File: config.mk
export PLATFORM = sky130hd
export DESIGN_NAME = tbu_param
export DESIGN_NICKNAME = d
export VERILOG_FILES = /design/src/rtl/tbu_param.sv
export SDC_FILE = /design/constraint.sdc
export NUM_CORES = 1
export LEC_CHECK = 0
export CELL_PAD_IN_SITES_DETAIL_PLACEMENT = 0
export CELL_PAD_IN_SITES_GLOBAL_PLACEMENT = 1
export CORE_UTILIZATION = 35
export CTS_CLUSTER_SIZE = 8
export DETAILED_ROUTE_END_ITERATION = 8
export DONT_BUFFER_PORTS = 1
export PLACE_DENSITY_LB_ADDON = 0.15
export SLEW_MARGIN = 20
export SYNTH_ARGS = -nofsm -noshare
export SYNTH_HDL_FRONTEND = slang
export SYNTH_SLANG_ARGS = --single-unit
File: constraint.sdc
create_clock -name clk -period 2.8 [get_ports clk]
set_clock_uncertainty 0.2 [all_clocks]
set_input_delay 0.28 -clock clk [delete_from_list [all_inputs] [get_ports clk]]
set_output_delay 0.28 -clock clk [all_outputs]
set_load 0.03 [all_outputs]
File: src/rtl/tbu_param.sv
// tbu_param: block-based Viterbi traceback for 2^(K-1) states and TB_DEPTH steps per block.
// Latency: the first out_valid is seen TB_DEPTH+1 cycles after the edge that accepts the last vector of a block.
// Backpressure: dec_ready is high only while filling. out_bit and out_last hold while out_valid && !out_ready.
//
// Optional build macro TBU_BEST_STATE_EN: when defined, traceback starts from start_state,
// which is sampled together with the last vector of the block. Otherwise it starts from state 0.
//
// Ports:
//   clk, rst            clock (rising edge), asynchronous active-low reset
//   dec_valid/dec_ready survivor decision vector handshake; dec_in bit s is the decision for state s
//   start_state         traceback start state (only used with TBU_BEST_STATE_EN)
//   out_valid/out_ready decoded bit handshake; out_bit is the bit, out_last marks the last bit of a block
module tbu_param #(
  parameter  int K        = 4,
  parameter  int TB_DEPTH = 16,
  localparam int NSTATE   = 1 << (K - 1),
  localparam int SW       = K - 1,
  localparam int PW       = $clog2(TB_DEPTH)
) (
  input  logic              clk,
  input  logic              rst,
  input  logic              dec_valid,
  output logic              dec_ready,
  input  logic [NSTATE-1:0] dec_in,
  input  logic [SW-1:0]     start_state,
  output logic              out_valid,
  input  logic              out_ready,
  output logic              out_bit,
  output logic              out_last
);

  localparam logic [PW-1:0] LAST = PW'(TB_DEPTH - 1);

  typedef enum logic [1:0] {
    FILL  = 2'd0,
    TRACE = 2'd1,
    EMIT  = 2'd2
  } state_t;

  state_t          state_q, state_d;
  logic [PW-1:0]   wptr_q, wptr_d;
  logic [PW-1:0]   idx_q, idx_d;
  logic [PW-1:0]   rptr_q, rptr_d;
  logic [SW-1:0]   cur_q, cur_d;
  logic            dec_ready_q, dec_ready_d;
  logic            out_valid_q, out_valid_d;
  logic            out_bit_q, out_bit_d;
  logic            out_last_q, out_last_d;

  logic [NSTATE-1:0] mem_q    [TB_DEPTH];
  logic              bitbuf_q [TB_DEPTH];
  logic              mem_we;
  logic              bit_we;

  logic [SW-1:0]   start_sel;
  logic [PW-1:0]   rptr_nxt;
  logic            cur_dec;

`ifdef TBU_BEST_STATE_EN
  assign start_sel = start_state;
`else
  // Zero-terminated trellis: traceback always begins at state 0.
  logic unused_start_state;
  assign unused_start_state = ^start_state;
  assign start_sel = '0;
`endif

  assign rptr_nxt = rptr_q + PW'(1);
  // Survivor decision of the current trace state at the current step.
  assign cur_dec  = mem_q[idx_q][cur_q];

  always_comb begin
    state_d     = state_q;
    wptr_d      = wptr_q;
    idx_d       = idx_q;
    rptr_d      = rptr_q;
    cur_d       = cur_q;
    dec_ready_d = dec_ready_q;
    out_valid_d = out_valid_q;
    out_bit_d   = out_bit_q;
    out_last_d  = out_last_q;
    mem_we      = 1'b0;
    bit_we      = 1'b0;

    case (state_q)
      FILL: begin
        if (dec_valid && dec_ready_q) begin
          mem_we = 1'b1;
          if (wptr_q == LAST) begin
            wptr_d      = '0;
            cur_d       = start_sel;
            idx_d       = LAST;
            dec_ready_d = 1'b0;
            state_d     = TRACE;
          end else begin
            wptr_d = wptr_q + PW'(1);
          end
        end
      end

      TRACE: begin
        // The bit decoded at a state is its LSB. The predecessor shifts the
        // state right and takes the stored decision as its new MSB.
        bit_we = 1'b1;
        cur_d  = {cur_dec, cur_q[SW-1:1]};
        if (idx_q == '0) begin
          rptr_d  = '0;
          state_d = EMIT;
        end else begin
          idx_d = idx_q - PW'(1);
        end
      end

      EMIT: begin
        // The first EMIT cycle only loads the output register, because
        // bitbuf[0] is written on the same edge that enters EMIT.
        if (!out_valid_q) begin
          out_valid_d = 1'b1;
          out_bit_d   = bitbuf_q[rptr_q];
          out_last_d  = (rptr_q == LAST);
        end else if (out_ready) begin
          if (out_last_q) begin
            out_valid_d = 1'b0;
            out_last_d  = 1'b0;
            dec_ready_d = 1'b1;
            wptr_d      = '0;
            rptr_d      = '0;
            state_d     = FILL;
          end else begin
            rptr_d     = rptr_nxt;
            out_bit_d  = bitbuf_q[rptr_nxt];
            out_last_d = (rptr_nxt == LAST);
          end
        end
      end

      default: begin
        state_d = FILL;
      end
    endcase
  end

  always_ff @(posedge clk or negedge rst) begin
    if (!rst) begin
      state_q     <= FILL;
      wptr_q      <= '0;
      idx_q       <= '0;
      rptr_q      <= '0;
      cur_q       <= '0;
      dec_ready_q <= 1'b1;
      out_valid_q <= 1'b0;
      out_bit_q   <= 1'b0;
      out_last_q  <= 1'b0;
    end else begin
      state_q     <= state_d;
      wptr_q      <= wptr_d;
      idx_q       <= idx_d;
      rptr_q      <= rptr_d;
      cur_q       <= cur_d;
      dec_ready_q <= dec_ready_d;
      out_valid_q <= out_valid_d;
      out_bit_q   <= out_bit_d;
      out_last_q  <= out_last_d;
    end
  end

  // Storage arrays are not reset. Every entry is written before it is read within a block.
  always_ff @(posedge clk) begin
    if (mem_we) begin
      mem_q[wptr_q] <= dec_in;
    end
    if (bit_we) begin
      bitbuf_q[idx_q] <= cur_q[0];
    end
  end

  assign dec_ready = dec_ready_q;
  assign out_valid = out_valid_q;
  assign out_bit   = out_bit_q;
  assign out_last  = out_last_q;

endmodule

== Word level (Yosys, flattened, before mapping) ==
Memory sizes are Yosys's and may differ from the RTL's.
Index checks and enable logic that the tools add are counted.
Word-level totals
  memory bits (read-only): 0
  memories kept: 2
  register bits: 21
  latch bits: 0
  memory bits (writable): 144
  output and inout port bits: 4
  bits of input ports: 15
Memory list
  mem_q: depth 16, width 8, rd ports 1, clocked after memory_dff 0, wr ports 1, RTL line 50  | logic [NSTATE-1:0] mem_q [TB_DEPTH];
  bitbuf_q: depth 16, width 1, rd ports 2, clocked after memory_dff 0, wr ports 1, RTL line 51  | logic bitbuf_q [TB_DEPTH];
Operators by class
  add/subtract/negate cells: 3
  bitwise operators: 0
  $lt $le $gt $ge: 1
  eq/ne operators: 14
  $mul: 0
  multiplexer cells: 49
  reduce and logical (&&, ||, !) cells: 14
  div/mod/pow operators: 0
  shift-type cells: 0
Operators by type and width (number)
  2-to-1 mux 4 bit: 12
  one-hot mux 4 bit (2 select lines): 3
  2-to-1 mux 1 bit: 22
  inequality test 2 bit, second input constant: 9
  == test 4 bit, second input constant: 3
  2-to-1 mux 2 bit: 6
  AND reduction 6 bit: 2
  adder 4 x 1 -> 4 bit, second input constant: 2
  AND reduction 4 bit: 2
  2-to-1 mux 3 bit: 2
  one-hot mux 2 bit (3 select lines): 1
  one-hot mux 3 bit (2 select lines): 1
  AND reduction 3 bit: 2
  nonzero test 2 bit: 3
  AND reduction 5 bit: 1
  logical NOT 4 bit: 1
  less-than comparator 3 x 4 -> 1 bit, second input constant: 1
  subtractor 4 x 1 -> 4 bit, second input constant: 1
  binary-select mux 1 bit (select 3 bit): 1
  == test 2 x 1 -> 1 bit, second input constant: 1
  == test 2 bit, second input constant: 1
  logical NOT 2 bit: 1
  one-hot mux 1 bit (2 select lines): 1
  AND reduction 2 bit: 1
  logical AND 1 bit: 1

== Depth between registers and ports, before layout ==
  depth after elaboration: 5
  gate-level depth with buffers: 9
  depth with buffers taken out: 8

== Least setup slack after synthesis ==
OpenSTA, ideal clock, no wires.
  kind: register to register
  start: reg idx_q[0]
  end: reg idx_q[3]
  arrival: 2.262 ns
  path slack: 0.211 ns
  path buffers: 3
  stages on the path, launching flop included: 10
  data required time: 2.473 ns
  cell sequence: dfrtp_1 -> buf_2 -> buf_4 -> buf_1 -> inv_1 -> ha_1 -> and3_1 -> nor3_1 -> and3_1 -> o21ai_0
On the way
  word-level cells in the longest chain between the ends: 3
RTL lines
  from (decl): RTL line 42  | logic [PW-1:0] idx_q, idx_d;
  from (signal assigned): RTL line 157  | idx_q <= idx_d;
  subtractor 4 x 1 -> 4 bit or logical NOT 4 bit (tied branches): RTL line 110, 106
  2-to-1 mux 4 bit or inequality test 2 bit (tied branches)
  one-hot mux 4 bit (2 select lines) or AND reduction 4 bit (tied branches)
Parallel ways exist; a longest one is shown, timed or not. The select of a mux whose other input is x is not followed.
A chain may end at the register's enable or synchronous reset.

== Final worst setup path ==
  start: reg rptr_q[0]
  end: reg out_bit_q (netlist: out_bit)
On the way
  word-level cells in the longest chain between the ends: 5
RTL lines
  from (decl): RTL line 43  | logic [PW-1:0] rptr_q, rptr_d;
  from (signal assigned): RTL line 158  | rptr_q <= rptr_d;
  adder 4 x 1 -> 4 bit: RTL line 68  | assign rptr_nxt = rptr_q + PW'(1);
  memory read (16 x 1 bit) *
  2-to-1 mux 1 bit: RTL line 122  | if (out_last_q) begin
  2-to-1 mux 1 bit: RTL line 121  | end else if (out_ready) begin
  2-to-1 mux 1 bit *: RTL line 117  | if (!out_valid_q) begin
  to (signal assigned): RTL line 162  | out_bit_q <= out_bit_d;
  to (decl): RTL line 47  | logic out_bit_q, out_bit_d;
Every way passes the cells marked *; elsewhere a longest branch is shown, timed or not. The select of a mux whose other input is x is not followed.

==> impl_results.html <==
<table>
<tr><th>Metric</th><th>Value</th></tr>
<tr><th colspan="2">Status</th></tr>
<tr><td>Run status</td><td>finished clean</td></tr>
<tr><th colspan="2">Logic synthesis</th></tr>
<tr><td>Number of nets produced by synthesis</td><td>between 400 and 500</td></tr>
<tr><td>Most numerous cell in the Yosys netlist</td><td>edfxtp_1</td></tr>
<tr><td>Post-synth top cells</td><td>edfxtp_1 (144), mux4_2 (28), nor2_1 (26)</td></tr>
<tr><td>Most area-consuming cells after synthesis</td><td>edfxtp_1 (61%), mux4_2 (8.9%), dfrtp_1 (7.0%)</td></tr>
<tr><td>Yosys top cell area share</td><td>0.6088</td></tr>
<tr><td>Post-synthesis area per instance</td><td>16.52 sq um</td></tr>
<tr><td>Number of standard cells after synthesis</td><td>430</td></tr>
<tr><td>Post-synthesis cell type count</td><td>roughly 50</td></tr>
<tr><td>Number of warnings printed during yosys synthesis</td><td>0</td></tr>
<tr><td>Flip-flop and latch count after synthesis</td><td>165</td></tr>
<tr><td>EDFF count, synth</td><td>~140</td></tr>
<tr><td>Prevailing post-synth register cell</td><td>edfxtp_1</td></tr>
<tr><td>Mapped cell area</td><td>0.007103 sq mm</td></tr>
<tr><td>Dominant cell type by area after synthesis</td><td>edfxtp_1</td></tr>
<tr><td>Async set or reset register ratio after synthesis</td><td>0.1273</td></tr>
<tr><td>Proportion of synthesized chip area in sequential cells</td><td>0.6829</td></tr>
<tr><th colspan="2">Pwr</th></tr>
<tr><td>Pwr Density</td><td>~620 mW/mm^2</td></tr>
<tr><td>Leakage Power</td><td>between 2 and 3 nW</td></tr>
<tr><td>Maximum vdd ir drop</td><td>535.0 uV</td></tr>
<tr><td>Overall power</td><td>between 5 and 6 mW</td></tr>
<tr><th colspan="2">Floorplanning</th></tr>
<tr><td>Die Width</td><td>about 140 microns</td></tr>
<tr><td>Initial standard-cell utilization of the core</td><td>0.3614</td></tr>
<tr><td>Die Span Y</td><td>around 140 microns</td></tr>
<tr><td>Number of cell rows</td><td>a little over 50</td></tr>
<tr><td>Placeable core region</td><td>roughly 0.02 sq mm</td></tr>
<tr><td>Top-Level Pins</td><td>19</td></tr>
<tr><td>Total die area</td><td>0.02087 sq mm</td></tr>
<tr><th colspan="2">STA</th></tr>
<tr><td>Slew at the pin closest to its max-slew limit</td><td>~0.73 ns</td></tr>
<tr><td>Period utilisation layout</td><td>0.9113</td></tr>
<tr><td>Fin. Hold Viols</td><td>0</td></tr>
<tr><td>Setup repair after global routing missed its margin</td><td>no</td></tr>
<tr><td>Final setup violation count</td><td>0</td></tr>
<tr><td>Headroom to the max-slew limit</td><td>0.5161</td></tr>
<tr><td>Worst hold slack</td><td>~0.042 ns</td></tr>
<tr><td>Pins Over Slew Limit</td><td>0</td></tr>
<tr><td>Worst Slack Setup Final</td><td>between 0.2 and 0.25 ns</td></tr>
<tr><td>Time the final worst path needs with I/O delays and setup</td><td>roughly 2.6 ns</td></tr>
<tr><td>Fmax</td><td>roughly 400 MHz</td></tr>
<tr><td>Fin Setup TNS</td><td>0 ns</td></tr>
<tr><th colspan="2">Global route</th></tr>
<tr><td>Vias in the first global route</td><td>3978</td></tr>
<tr><td>First-pass GRT wire length</td><td>23.83 mm</td></tr>
<tr><td>Global-route congestion overflow total</td><td>0</td></tr>
<tr><td>Total routing usage reported by global routing</td><td>0.1642</td></tr>
<tr><td>Maximum number of pins on one net before global-route repair</td><td>26</td></tr>
<tr><td>Number of antenna violations at the first check in global routing</td><td>0</td></tr>
<tr><th colspan="2">Route</th></tr>
<tr><td>Via-to-Cell Ratio</td><td>roughly 5</td></tr>
<tr><td>Final ANT Viol Nets</td><td>0</td></tr>
<tr><td>Remaining routing DRC violations</td><td>0</td></tr>
<tr><td>Number of vias after detailed routing</td><td>~3800</td></tr>
<tr><td>DR WL/cell</td><td>roughly 21 microns</td></tr>
<tr><td>Detailed-router iteration count before antenna repair</td><td>4</td></tr>
<tr><td>Number of violations reported at the end of detailed-routing iteration 0</td><td>around 210</td></tr>
<tr><td>Final wirelength</td><td>~16 mm</td></tr>
<tr><th colspan="2">Critical path</th></tr>
<tr><td>Arrival time reported for the critical path endpoint</td><td>between 2 and 3 ns</td></tr>
<tr><td>Type of destination of the critical path</td><td>flip-flop</td></tr>
<tr><td>Worst-path fanout max</td><td>13</td></tr>
<tr><td>Logic depth of the worst register-to-register path</td><td>5</td></tr>
<tr><td>Startpoint types</td><td>flip-flop</td></tr>
<tr><td>Category of the most critical setup path</td><td>reg -&gt; reg</td></tr>
<tr><td>Crit path required time</td><td>about 2.9 ns</td></tr>
<tr><th colspan="2">Final layout</th></tr>
<tr><td>Fraction of layout cells with a size suffix above 1</td><td>0.2087</td></tr>
<tr><td>Ant diodes</td><td>0</td></tr>
<tr><td>Syn-to-layout area delta</td><td>16.66%</td></tr>
<tr><td>Area of all placed cells without fillers</td><td>between 0.008 and 0.009 sq mm</td></tr>
<tr><td>Final net count</td><td>between 400 and 500</td></tr>
<tr><td>Share of the core filled with cells in the final layout</td><td>0.4216</td></tr>
<tr><td>Final cell count without fillers</td><td>between 700 and 800</td></tr>
<tr><th colspan="2">Worst hold path</th></tr>
<tr><td>WHS Path Cells</td><td>4</td></tr>
<tr><td>Type of the most critical hold path</td><td>in -&gt; reg</td></tr>
<tr><th colspan="2">Clocking</th></tr>
<tr><td>Clk sinks</td><td>roughly 170</td></tr>
<tr><td>Maximum level of the CTS H-tree</td><td>4</td></tr>
<tr><td>Maximum count of clock buffers along a single path</td><td>2</td></tr>
<tr><td>Clock-pin slew on the worst setup and hold paths</td><td>approximately 0.06 ns</td></tr>
<tr><td>Clock buffer count from CTS</td><td>17</td></tr>
<tr><td>Clock latency on the worst-skew pair</td><td>approximately 0.42 ns</td></tr>
<tr><td>CTS Root Cell</td><td>clkbuf_16</td></tr>
<tr><td>Clock tree from TritonCTS</td><td>done</td></tr>
<tr><th colspan="2">Placement</th></tr>
<tr><td>Routability cong.</td><td>between 0.7 and 0.8</td></tr>
<tr><td>Cell area reported after detailed placement</td><td>about 0.0076 sq mm</td></tr>
<tr><td>Place WS</td><td>around 0.25 ns</td></tr>
<tr><td>Final HPWL from detailed placement</td><td>between 10 and 15 mm</td></tr>
<tr><td>Number of port buffers</td><td>0</td></tr>
<tr><td>Post-placement cell count</td><td>between 700 and 800</td></tr>
<tr><th colspan="2">Job</th></tr>
<tr><td>Number of max-cap violations</td><td>0</td></tr>
</table>
-- layout make-up --
class                           count  area, sq um
Clock inverter                     14        163.9
Tap cell                          265        331.6
Clock buffer                       18        429.2
Timing Repair Buffer               43        372.9
Sequential cell                   165         4853
Multi-Input combinational cell    229         2079
Inverter                           15        56.30
Fill cell                        1820        11370
-- critical path, stage by stage, from the launching register on --
cell	delay [ns]
dfrtp_1	0.67
mux4_1	0.64
mux4_2	0.47
or3_1	0.31
o21ai_1	0.08
a21oi_1	0.06
-- flip-flops by register name (all words and copies together), names as in the netlist, 2 cells and up --
name and flops:
bitbuf_q 16, cur_q 3, idx_q 4, mem_q 128
rptr_q 4, state_q 2, wptr_q 4
-- what timing repair did --
item                                   in CTS  in global routing
endpoints found under the hold margin     156                 20
buffers inserted                            0                  0
gates resized for setup                     0                  0
hold buffers                               11                  1
-- per-layer routing --
metal	vias to the layer above	wire length, microns	GRT usage
met2	47	7982	0.2857
li1	1778	-	-
met1	1973	6941	0.2003
met3	11	449	0.03940
met5	-	0	0
met4	0	174	0.05152
-- cells by family (layout without fill, tap and decap cells) --
family                     count (synthesis)  count (layout)  share of synthesized area
AOI/OAI and AO/OA                         55              55                    0.05197
xor gates and xnor gates                   3               3                   0.003700
adders and majority gates                 11              11                    0.01938
buffers and inverters                     36              90                    0.02431
DFF                                      165             165                     0.6829
muxes                                     52              52                     0.1414
and+or+nand+nor                          108             108                    0.07627
-- placed cells by master, fill, tap and decap left out, drive strengths merged, types with 4 or more instances in the layout --
master	count
nand3	7
buf	32
mux2i	13
o21ai	14
inv	22
and3	12
nor2b	6
dfrtp	20
a21oi	12
nor3	9
ha	11
clkbuf	18
dlygate4sd3	11
clkinv	5
nor2	26
o41ai	4
a22oi	4
and2	9
edfxtp	144
a31oi	4
nand2	23
mux4	36
-- power breakdown --
group / switching, mW / internal [mW] / total [mW] / leakage (nW)
clock network: 0.998 / 1.34 / 2.34 / 0.293
logic: 0.0559 / 0.0273 / 0.0832 / 1.01
registers: 0.00759 / 2.67 / 2.68 / 1.58
-- worst paths after layout --
kind,end,slack (ns),start
worst max-delay path,out_bit$_DFFE_PN0P_,0.25,rptr_q[0]$_DFFE_PN0P_
worst min-delay path,rptr_q[3]$_DFFE_PN0P_,0.04,out_ready
worst max register to register,out_bit$_DFFE_PN0P_,0.25,rptr_q[0]$_DFFE_PN0P_
worst min register to register,cur_q[1]$_DFFE_PN0P_,0.31,cur_q[2]$_DFFE_PN0P_
max in group asynchronous,idx_q[0]$_DFFE_PN0P_,1.82,rst
min in group asynchronous,wptr_q[3]$_DFFE_PN0P_,0.19,rst
No activity file was read; power rests on OpenSTA's default activity.
